--- config.mk ---
export PLATFORM = sky130hd
export DESIGN_NAME = truth_table_sequencer
export DESIGN_NICKNAME = d
export VERILOG_FILES = /design/src/rtl/truth_table_sequencer.sv
export SDC_FILE = /design/constraint.sdc
export NUM_CORES = 1
export LEC_CHECK = 0
export CAP_MARGIN = 25
export CORE_MARGIN = 2
export CORE_UTILIZATION = 32
export DETAILED_ROUTE_END_ITERATION = 8
export PLACE_DENSITY_LB_ADDON = 0.1
export SLEW_MARGIN = 40
export SYNTH_ARGS = -nofsm -noshare
export SYNTH_HDL_FRONTEND = slang
export SYNTH_SLANG_ARGS = --single-unit
--- constraint.sdc ---
create_clock -name clk -period 1.8 [get_ports clk]
set_input_delay 0.36 -clock clk [delete_from_list [all_inputs] [get_ports clk]]
set_output_delay 0.36 -clock clk [all_outputs]
set_load 0.005 [all_outputs]
--- src/rtl/truth_table_sequencer.sv ---
// truth_table_sequencer
//   Walks a combinational boolean-function unit through every input combination,
//   holds each vector for SETTLE+1 cycles, samples the unit's outputs for one cycle
//   and compares them against an expected table. Restartable; abortable.
//
// Ports
//   clk        in   clock, rising edge
//   rst_n      in   asynchronous active-low reset
//   start      in   begin a sweep (acted on in IDLE or DONE only)
//   abort      in   cancel a sweep / return to IDLE (priority over start)
//   exp_tbl    in   expected outputs, vector k at [N_OUT*k +: N_OUT]
//   dut_out    in   outputs of the unit under sweep, sampled in SAMPLE
//   vec        out  vector driven to the unit (MSB = first input)
//   busy       out  high in APPLY or SAMPLE
//   done       out  high in DONE
//   pass       out  high in DONE when no vector mismatched
//   err_count  out  mismatching vectors in the current or last sweep
//   first_err  out  index of the first mismatching vector (valid when err_count != 0)
//   cap_tbl    out  captured outputs, same layout as exp_tbl
module truth_table_sequencer #(
  parameter int unsigned N_IN   = 2,
  parameter int unsigned N_OUT  = 2,
  parameter int unsigned SETTLE = 1
) (
  input  logic                         clk,
  input  logic                         rst_n,
  input  logic                         start,
  input  logic                         abort,
  input  logic [N_OUT*(2**N_IN)-1:0]   exp_tbl,
  input  logic [N_OUT-1:0]             dut_out,
  output logic [N_IN-1:0]              vec,
  output logic                         busy,
  output logic                         done,
  output logic                         pass,
  output logic [N_IN:0]                err_count,
  output logic [N_IN-1:0]              first_err,
  output logic [N_OUT*(2**N_IN)-1:0]   cap_tbl
);

  localparam int unsigned NVec = 2 ** N_IN;
  localparam int unsigned TblW = N_OUT * NVec;
  localparam int unsigned IdxW = $clog2(TblW);
  localparam int unsigned CntW = (SETTLE > 0) ? $clog2(SETTLE + 1) : 1;

  localparam logic [CntW-1:0] CntLast = CntW'(SETTLE);
  localparam logic [CntW-1:0] CntOne  = CntW'(1);
  localparam logic [N_IN-1:0] VecOne  = N_IN'(1);
  localparam logic [N_IN-1:0] VecLast = {N_IN{1'b1}};
  localparam logic [N_IN:0]   ErrOne  = (N_IN + 1)'(1);

  typedef enum logic [1:0] {
    StIdle,
    StApply,
    StSample,
    StDone
  } state_e;

  state_e            state_q, state_d;
  logic [CntW-1:0]   cnt_q, cnt_d;
  logic [N_IN-1:0]   vec_q, vec_d;
  logic [N_IN:0]     err_q, err_d;
  logic [N_IN-1:0]   first_q, first_d;
  logic [TblW-1:0]   cap_q, cap_d;

  logic [IdxW-1:0]   slice_base;
  logic [N_OUT-1:0]  exp_slice;
  logic              mismatch;

  // Slice of the tables belonging to the vector currently applied.
  always_comb begin
    slice_base = IdxW'(N_OUT * vec_q);
    exp_slice  = exp_tbl[slice_base +: N_OUT];
    mismatch   = (dut_out != exp_slice);
  end

  always_comb begin
    state_d = state_q;
    cnt_d   = cnt_q;
    vec_d   = vec_q;
    err_d   = err_q;
    first_d = first_q;
    cap_d   = cap_q;

    case (state_q)
      StIdle, StDone: begin
        if (abort) begin
          state_d = StIdle;
        end else if (start) begin
          // cap_tbl is deliberately kept; it is overwritten vector by vector.
          state_d = StApply;
          cnt_d   = '0;
          vec_d   = '0;
          err_d   = '0;
          first_d = '0;
        end
      end

      StApply: begin
        if (abort) begin
          state_d = StIdle;
        end else if (cnt_q == CntLast) begin
          state_d = StSample;
        end else begin
          cnt_d = cnt_q + CntOne;
        end
      end

      StSample: begin
        if (abort) begin
          // Capture of this vector is dropped; partial results remain visible.
          state_d = StIdle;
        end else begin
          cap_d[slice_base +: N_OUT] = dut_out;
          if (mismatch) begin
            err_d = err_q + ErrOne;
            if (err_q == '0) begin
              first_d = vec_q;
            end
          end
          if (vec_q == VecLast) begin
            state_d = StDone;
          end else begin
            state_d = StApply;
            vec_d   = vec_q + VecOne;
            cnt_d   = '0;
          end
        end
      end

      default: state_d = StIdle;
    endcase
  end

  always_ff @(posedge clk or negedge rst_n) begin
    if (!rst_n) begin
      state_q <= StIdle;
      cnt_q   <= '0;
      vec_q   <= '0;
      err_q   <= '0;
      first_q <= '0;
      cap_q   <= '0;
    end else begin
      state_q <= state_d;
      cnt_q   <= cnt_d;
      vec_q   <= vec_d;
      err_q   <= err_d;
      first_q <= first_d;
      cap_q   <= cap_d;
    end
  end

  // Outputs come from registers or state decode only; dut_out never reaches them directly.
  assign vec       = vec_q;
  assign busy      = (state_q == StApply) || (state_q == StSample);
  assign done      = (state_q == StDone);
  assign pass      = (state_q == StDone) && (err_q == '0);
  assign err_count = err_q;
  assign first_err = first_q;
  assign cap_tbl   = cap_q;

endmodule

After elaboration in Yosys (flattened, before gate mapping)
Index checks and enable logic that the tools add are counted.
W data, S select, Z words.
{ "word_totals": {"reg_bits": 18, "output_inout_bits": 18, "wordCells": 69} }
{ "op_classes": {"n_addsub": 4, "n_eq_ne": 14, "shift": 3, "n_mux": 29, "bitwise_logic": 1, "n_reduce_logical": 12} }
{ "op_table": {"columns": ["cell", "count"], "rows": [
  ["$mux W2", 13],
  ["$reduce_and A5 Y1", 3],
  ["$ne A2 B2 Y1 const B", 7],
  ["$mux W3", 4],
  ["$bwmux W8", 1],
  ["$pmux W2 S2", 2],
  ["$shift A2 B5 Y8 const A", 1],
  ["$shiftx A2 B5 Y8", 1],
  ["$shiftx A8 B4 Y2", 1],
  ["$eq A2 B2 Y1 const B", 3],
  ["$mux W1", 6],
  ["$ne A3 B3 Y1 const B", 2],
  ["$pmux W2 S3", 1],
  ["$pmux W3 S2", 1],
  ["$reduce_and A6 Y1", 1],
  ["$neg A3 Y5", 1],
  ["$reduce_and A2 Y1", 2],
  ["$add A3 B1 Y3 const B", 1],
  ["$logic_not A3 Y1", 1],
  ["$pmux W1 S3", 1],
  ["$add A2 B1 Y2 const B", 1],
  ["$eq A2 B1 Y1 const B", 1],
  ["$logic_not A2 Y1", 1],
  ["$ne A2 B2 Y1", 1],
  ["other kinds (6)", 6]
]} }

Longest topological paths before layout
Gate-level depths: netlist of the first run.
{ "logic_depth": {"word_depth": 5, "depth_mapped": 6, "ltp_nobuf": 6} }

Worst setup path before layout of the first run
OpenSTA, ideal clock, no wires.
{ "synth_path": {"kind": "reg2reg", "startpoint": "reg vec_q[0] (netlist: vec[0])", "endpoint": "reg err_q[2] (netlist: err_count[2])", "setup_time_ps": 87, "arrival_ps": 1749, "required_ps": 1713, "path_slack_ps": -36, "stages_incl_launch_ff": 6, "path_cell_list": "dfrtp_1 -> buf_6 -> mux4_2 -> xor2_1 -> o211ai_1 -> a211oi_2"} }
{ "synth_between": {"elab_chain_cells": 4} }
{ "synth_rtl": {"columns": ["item", "line_no", "rtl"], "rows": [
  ["from (decl)", "60", "logic [N_IN-1:0] vec_q, vec_d;"],
  ["from (signal assigned)", "145", "vec_q <= vec_d;"],
  ["$shiftx A8 B4 Y2", "72", "exp_slice = exp_tbl[slice_base +: N_OUT];"],
  ["$ne A2 B2 Y1", "73", "mismatch = (dut_out != exp_slice);"],
  ["$ne A2 B2 Y1 (no source line)", null, null],
  ["$reduce_and A5 Y1 (no source line)", null, null],
  ["to (signal assigned)", "146", "err_q <= err_d;"],
  ["to (decl)", "61", "logic [N_IN:0] err_q, err_d;"]
]} }
Every way passes these cells.
A chain may end at the register's enable or synchronous reset.

Final worst setup path of the first run
{ "layout_path": {"startpoint": "reg vec_q[0] (netlist: vec[0])", "endpoint": "out vec[0]"} }
{ "layout_lines": {"columns": ["item", "line_no", "rtl"], "rows": [
  ["to (decl)", "31", "output logic [N_IN-1:0] vec,"]
]} }
No word-level cell between the ends.

==> metrics list, run 1 <==
* Outcome: completed
- The clock passes through at most 2 buffers.
- Met2 track demand over resource: between 20% and 30%
* Startpoint Class: flop
- Most used flip-flop cell after synthesis: sky130_fd_sc_hd__dfrtp_1
- First-pass iteration count of the detailed router: 4
- IR analysis of the VDD net gives a maximum drop of around 0.00035 V.
* Antenna Diode Count: 0
* Worst-path cell with the longest stage delay: sky130_fd_sc_hd__clkdlybuf4s50_1
* Number of ports placed on the die boundary: 32
* Post-synth EDFFs: 0
- For this block, the initial DRC count from the detailed router was 51.
- The number of buffers and inverters on the critical path is 2.
* Number of setup violations in the final report: 0
- In this run the number of H-tree levels came out at 1.
- The share of total power dissipated in combinational logic is about two fifths.
- Number of nets in the synthesized netlist: about 140
- Via Count: 1,048
- Final Instance Count excl. Fillers: about 210
* Via count normalized by instance count: ~4.9
- On the final layout, the worst clock skew is 0.00295 ns.
- Measured in cells, the most critical reg-to-reg path has a length of 4.
- Hold crit path type: input pin to async pin
- Critical path type: flop to primary output
- The first global-routing pass estimated roughly 4900 um of wire.
* Routed length per placed instance: about 13 um
- Number of global-route vias before repair: ~1,100
- Vertical die dimension: 63.8 um
- Averaged over all synthesized cells, the footprint is 10.0 um^2.
- The tree built by TritonCTS fans out to 18 sinks.
- The number of antenna violations at the first check in global routing was 0.
- Areal power density over the cells: 705 nW/um^2
* Layout cell share with drive strength beyond 1: around a quarter
* Sequential fraction of the synthesis area: approximately two fifths
- Post-detailed-placement half-perimeter wirelength: roughly 2100 um
- Endpoint class of the critical path: primary output
- Std cell rows: 21
- The tree is rooted in a sky130_fd_sc_hd__clkbuf_4.
- The number of hold violations in the final report is 0.
- Horizontal die dimension: 63.8 um
- TritonCTS built the clock tree.
- Global routing consumed, on the met3 layer, 2.64% of the routing resources.
- Clock network fraction of design power: about a fifth
- The cell area that synthesis handed to floorplanning was around 1100 um^2.
- The final critical path takes up just under 100% of the cycle.
- Crit path time final: around 1.7 ns
* Count of cell instances traversed by the critical path: 2
* Final max-slew violation count: 0
- For this run, the number of Yosys warnings is 0.
- Global route overflow: 0
- In this design, the largest share of critical-path delay is due to buffers and inverters.
- Power dissipated by switching net loads: 0.394 mW
* Worst hold margin: 0.373 ns
- Final Routed Wirelength: 2830 um
- Final core area utilization: 51.8%
- The internal power of the cells totals roughly 0.84 mW.
- At the worst endpoint, the required time is roughly 1.4 ns.
* Global routing's busiest layer: met2
- The tool flagged a number of max-cap violations equal to 0.
- Global-route usage over all layers: 15.4%
- In this run, synthesis produced a sequential element count of 18.
* CTS Buf Count: 3
- The analysis attributes to cell leakage a power of 0.750 nW.
* Finished Cell Area: approximately 1800 um^2
- Data arrival time of the critical path: 1.37 ns
- Setup repair after global routing missed its margin: true
- For met1 alone, demand over resource in global routing was 18.6%.
- Tightest Pin Transition: around 0.28 ns
- Core box area: 3390 um^2
- Counting distinct cell types in the post-synthesis netlist gives 34.
- Including well taps, the total number of placed cells is between 200 and 250.
- Largest incremental delay on the critical path: 0.50 ns
- The detail route stage leaves a number of antenna-violating nets equal to 0.
- The clock reaches the later pin of the worst-skew pair after slightly above 0.3 ns.
- In the routed design, unresolved DRC markers number 0.
- Synthesis produced 114 cells.
- After clock tree synthesis, the flow added hold-fix buffers numbering 0.
- The die covers slightly above 4000 um^2.
* Cells along the critical path: buf_6, clkdlybuf4s50_1
- Of all nets on the critical path, the largest fanout is 8.
- Clock-pin slew was measured on the worst setup and hold paths at around 0.11 ns.
- In this run switching power makes up a little under a third of total power.
- The congestion estimate from routability-driven global placement came to between 0.7 and 0.8.
* Post-synth ARST share: 100%
- Worst max-slew margin expressed relative to the limit: 81.2%
- Final nets: slightly below 200
- Entering global routing, the biggest net connects 19 pins.
* Area delta synth->final: 53.4%
- Final setup slack of the worst path: 0.0670 ns
* IO buf count: 31
- The placed instances occupy a cell area of 1610 um^2.
* Flop pwr share: between 30% and 40%
* Initial core utilization: between 30% and 40%
- Prior to clock tree synthesis, the placed netlist has a worst setup slack of -0.236 ns.
- Timing would allow up to just under 600 MHz.
power by group through the flow:
stage          combinational (mW)  sequential (mW)  clock, mW
2_1_floorplan               0.236            0.480          0
3_3_place_gp                0.424            0.481          0
3_5_place_dp                0.431            0.483          0
4_1_cts                     0.461            0.476      0.271
5_1_grt                     0.545            0.483      0.287
6_report                    0.496            0.477      0.265
layout by cell type (no fill, tap or decap), types with 2 or more instances in the layout:
cell type                         count
sky130_fd_sc_hd__clkdlybuf4s15_1      2
sky130_fd_sc_hd__nand2_1             19
sky130_fd_sc_hd__o22ai_1              2
sky130_fd_sc_hd__dfrtp_2              2
sky130_fd_sc_hd__ha_2                 2
sky130_fd_sc_hd__clkdlybuf4s50_1     28
sky130_fd_sc_hd__o221ai_1             4
sky130_fd_sc_hd__xor2_4               2
sky130_fd_sc_hd__clkbuf_4             3
sky130_fd_sc_hd__o21ai_0              3
sky130_fd_sc_hd__nand2b_1             4
sky130_fd_sc_hd__inv_2                2
sky130_fd_sc_hd__o2111ai_1            4
sky130_fd_sc_hd__dfrtp_1             16
sky130_fd_sc_hd__nor2_1               2
sky130_fd_sc_hd__buf_4               20
sky130_fd_sc_hd__inv_1                9
sky130_fd_sc_hd__mux4_2               2
sky130_fd_sc_hd__a22o_1               2
sky130_fd_sc_hd__a22oi_1              2
sky130_fd_sc_hd__nor2b_1              2
sky130_fd_sc_hd__o31ai_1              6
sky130_fd_sc_hd__ha_1                 8
what timing repair did:
item,4_1_cts,5_1_grt
gates resized for setup,9,9
pin swaps,0,3
setup buffers,3,3
endpoints found under the setup margin,5,9
path summary, 6_finish.rpt:
path	startpoint	to	slack, ns
hold reg to reg	cap_tbl[2]$_DFFE_PN0P_	cap_tbl[2]$_DFFE_PN0P_	0.50
max in group asynchronous	rst_n	vec[0]$_DFFE_PN0P_	1.20
setup / recovery	vec[0]$_DFFE_PN0P_	vec[0]	0.07
setup reg to reg	vec[0]$_DFFE_PN0P_	first_err[0]$_DFFE_PN0P_	0.07
min in group clk	cap_tbl[2]$_DFFE_PN0P_	cap_tbl[2]$_DFFE_PN0P_	0.50
hold / removal	rst_n	cap_tbl[2]$_DFFE_PN0P_	0.37
sequential cells by signal, indices dropped and copies added, names as in the netlist:
register and flops:
cnt_q 1, cap_tbl 8, err_count 3, vec 2, first_err 2, state_q 2
routing by layer:
metal	part of all wire [%]	routed length, um
met3	3.0	86
met4	2.3	65
met1	45	1270
met5	0	0
met2	50	1410
layout make-up:
type                       count  area, um^2
fill                         321        1630
multi-input combinational     82         694
inverter                      11        41.3
timing repair buffer          52         474
clock buffer                   4        36.3
tap                           46        57.6
sequential                    18         453
per-stage QoR:
stage	power, mW	TNS, ns
after detailed placement	0.914	-1.10
after CTS	1.21	-0.0267
after global placement	0.905	-0.965
after global routing	1.32	-0.0399
after floorplan	0.716	0
final	1.24	0
cells by family (layout without fill, tap and decap cells):
family,Yosys count,after routing,share of synthesized area (%)
AND/OR/NAND/NOR,34,34,14.2
AO/OA/AOI/OAI,31,31,21.3
flip-flops,18,18,39.3
buffers and inverters,14,67,5.25
adder cells (fa/ha/maj),11,11,12.0
multiplexers,4,4,5.68
XOR/XNOR,2,2,2.19
cells in the mapped netlist (all sizes together) (2+ instances only):
library cell | instances | area [um^2]
mux4 | 2 | 45.0
a211oi | 2 | 20.0
o21ai | 3 | 15.0
ha | 11 | 138
mux2i | 2 | 20.0
o31ai | 6 | 45.0
inv | 11 | 41.3
dfrtp | 18 | 450
or2 | 2 | 15.0
o22ai | 2 | 12.5
clkbuf | 2 | 7.51
o2111ai | 4 | 35.0
o221ai | 4 | 35.0
nand2 | 19 | 71.3
nand2b | 4 | 25.0
nor2 | 3 | 11.3
a22oi | 2 | 15.0
nor2b | 2 | 12.5
a22o | 2 | 17.5
xor2 | 2 | 25.0
(Power assumes the default switching activity.)
==> run 2, diff against run 1 <==
- CTS_CLUSTER_SIZE: not set -> 12
==> results of run 2 <==
Same layout as run 1: the final DEF is identical, and so are final timing and power.
==> run 3, diff against run 2 <==
- DONT_BUFFER_PORTS: not set -> 1
==> run 3 against run 2 <==
Net effect:
- combinational power fell by 15%
- highest routed layer unchanged
- non-clock buffer count shrank 37
- clock-buffer cell count is the same
- sequential power about the same
==> metrics list, run 3 (same netlist as run 1, synthesis figures left out) <==
- The flow ran to the end, and the final reports show no timing, DRC or antenna violations.
* Startpoint Class: flop
* Crit path from: vec[0]$_DFFE_PN0P_
- Among cell families on the critical path, the largest total delay comes from multiplexers.
- Count of cell instances traversed by the critical path: 4 (+2)
- The number of top-level pins is 32 (unchanged).
- Max Used Layer: met4
* Clock input transition at the sequential cells of the worst setup and hold paths: 0.11 ns (about the same)
* Std cell rows: 21 (unchanged)
* Total Die Area: 4070 um^2 (unchanged)
- Fill cell count: 329 (+2.5%)
- The number of antenna violations at the first check in global routing came to 0 (unchanged).
- Global-route wire length before repair: 4560 um (-6.5%)
* Max Fanout on Critical Path: 7 (-1)
- STA classifies the critical path endpoint as a flop.
* Post-Route Skew: 0.00166 ns (-0.00129 ns)
- Initial core utilization: 33.8% (unchanged)
- Layout cell share with drive strength beyond 1: 28.5% (+3.3 points)
- The number of nets in the finished design is 156 (-19%).
* Number of global-route vias before repair: 940 (-15%)
- The library cell used most frequently in the layout, excluding fill and tap cells, is sky130_fd_sc_hd__nand2_1.
- The H-tree depth came to 1 (unchanged).
- The quantity of I/O buffers inserted on ports was 0 (-100%).
* Worst max-slew margin expressed relative to the limit: 71.9% (-9.3 points)
- Count of buffering cells on the critical path with inverters included: 0 (-2)
- Latest clock arrival within the worst-skew pair: 0.30 ns (about the same)
- Total area of multi-input combinational cells: 731 um^2 (+5.2%)
- The root buffer cell chosen for the clock tree is sky130_fd_sc_hd__clkbuf_4.
* Worst R2R Path Depth: 4 (unchanged)
* Worst reg-to-reg setup slack: 0.04 ns (-0.03 ns)
* Combined flip-flop and latch cell area: 452 um^2 (-0.28%)
* Weighted congestion at the end of routability-driven global placement: 0.733 (+1.6%)
* Via Count: 896 (-15%)
- Routed length per placed instance: 15.8 um (+19%)
* Share of the clock period used by the worst path after layout: 98.0% (+1.7 points)
- The number of buffers added by the clock tree synthesis step came to 3 (unchanged).
- The number of buffers on the longest clock path was 2 (unchanged).
- The setup path with the least slack is of type flop to flop.
- Setup repair after global routing missed its margin: true
* Destination of the critical timing path: err_count[0]$_DFFE_PN0P_
- Most used cells in the layout excluding fill and tap cells: 19 x sky130_fd_sc_hd__nand2_1, 17 x sky130_fd_sc_hd__dfrtp_1, 13 x sky130_fd_sc_hd__buf_4
- Final Hold Viols: 0 (unchanged)
* Maximum number of pins on one net before global-route repair: 19 (unchanged)
- Crit path time final: 1.76 ns (+0.0309 ns)
- Clock tree from TritonCTS: built
- Tightest Pin Transition: 0.421 ns (+0.145 ns)
- The count of final max-slew check failures is 0 (unchanged).
- Total DRC errors in the routed layout: 0 (unchanged)
- 1st-iter DRT viols: 55 (+7.8%)
- The half-perimeter wire length of the detailed placement result was 2090 um (-2.2%).
- Global-route usage over all layers: 14.6% (-0.82 points)
- The total global routing overflow came to 0 (unchanged).
- The core region area was 3390 um^2 (unchanged).
- Wl on met1: 1250 um (-1.8%)
* Final Routed Wirelength: 2780 um (-1.9%)
- Vertical die dimension: 63.8 um (unchanged)
* Leakage power: 0.593 nW (-21%)
* Number of setup violations in the final report: 0 (unchanged)
* Met3 routed WL: 156 um (+81%)
- In this run the critical register-to-register path is launched from vec[0]$_DFFE_PN0P_.
* Required time of the critical path: 1.98 ns (+0.54 ns)
- Max-capacitance violation count: 0 (unchanged)
* Hold Path Origin: abort
* Hold crit path type: input pin to flop
* Wire length on met2: 1350 um (-3.9%)
* Worst hold margin: 0.107 ns (-0.266 ns)
- Data arrival time of the critical path: 1.95 ns (+0.58 ns)
- Worst VDD drop: 0.000248 V (-30%)
- In this run the critical register-to-register path is captured at err_count[0]$_DFFE_PN0P_.
* Achievable clock frequency: 567 MHz (-1.8%)
- The number of detailed-routing iterations run before antenna repair was 4 (unchanged).
* DRT antenna net count: 0 (unchanged)
- Horizontal die dimension: 63.8 um (unchanged)
* Via count normalized by instance count: 5.09 (+3.5%)
- The total inserted antenna cells came to 0 (unchanged).
- The number of sinks driven by the clock tree was 18 (unchanged).
* Max reg flops: 8 (unchanged)
* Cells along the critical path: mux4_2, xor2_4, o2111ai_1, o221ai_2
- Worst-path cell with the longest stage delay: sky130_fd_sc_hd__mux4_2
* Area delta synth->final: 24.9%
- The post-route total power is 1.16 mW (-6.0%).
* Areal power density over the cells: 813 nW/um^2 (+15%)
- The biggest cell delay along the critical path was 0.58 ns (+0.08 ns).
## run 3: cell type report
type	count	share of cell area, %
clock buffers	4	2.54
inverters	11	2.89
multi-input cells	82	51.1
flip-flops and latches	18	31.6
repair buffers	15	7.87
well taps	46	4.02
## run 3: how the worst min path moves through the flow
stage,endpoint,slack [ns],cells after the start
final,state_q[1]$_DFFE_PN0P_,0.11,1
after global placement,cap_tbl[7]$_DFFE_PN0P_,0.06,0
after global routing,state_q[1]$_DFFE_PN0P_,0.07,1
after floorplan,cap_tbl[0]$_DFFE_PN0P_,0.06,0
after CTS,state_q[1]$_DFFE_PN0P_,0.09,1
after detailed placement,cap_tbl[6]$_DFFE_PN0P_,0.06,0
## run 3: per-layer routing
layer	global-route usage, %	vias up
li1	-	444
met1	19.9	425
met2	21.7	25
met3	4.23	2
met4	5.71	0
met5	0	-
## run 3: repair_timing
action	4_1_cts	5_1_grt
pin swaps	0	1
endpoints found under the hold margin	18	18
resized for setup	1	14
setup endpoints to repair	5	10
hold buffers	1	1
setup buffers	0	1
## run 3: worst register-to-register path, cell delays in order, from the launching register on
cell                        delay (ns)
sky130_fd_sc_hd__dfrtp_2          0.46
sky130_fd_sc_hd__mux4_2           0.58
sky130_fd_sc_hd__xor2_4           0.20
sky130_fd_sc_hd__o2111ai_1        0.28
sky130_fd_sc_hd__o221ai_2         0.13
## run 3: stage by stage
stage               area [um^2]  worst slack [ns]  utilization (%)  setup TNS (ns)  instances
CTS                        1330            0.0141             39.2               0        174
floorplan                  1150            0.0231                -               0        114
finish                     1430            0.0361             42.2               0        176
detailed placement         1280           -0.0390             37.8         -0.0884        169
global route               1430           -0.0268             42.2         -0.0773        176
global placement           1280            0.0215             37.8               0        169
## run 3: report_power, final
group | internal, mW | switching, mW
combinational | 0.210 | 0.211
clock | 0.123 | 0.140
sequential | 0.445 | 0.0348
total | 0.778 | 0.385
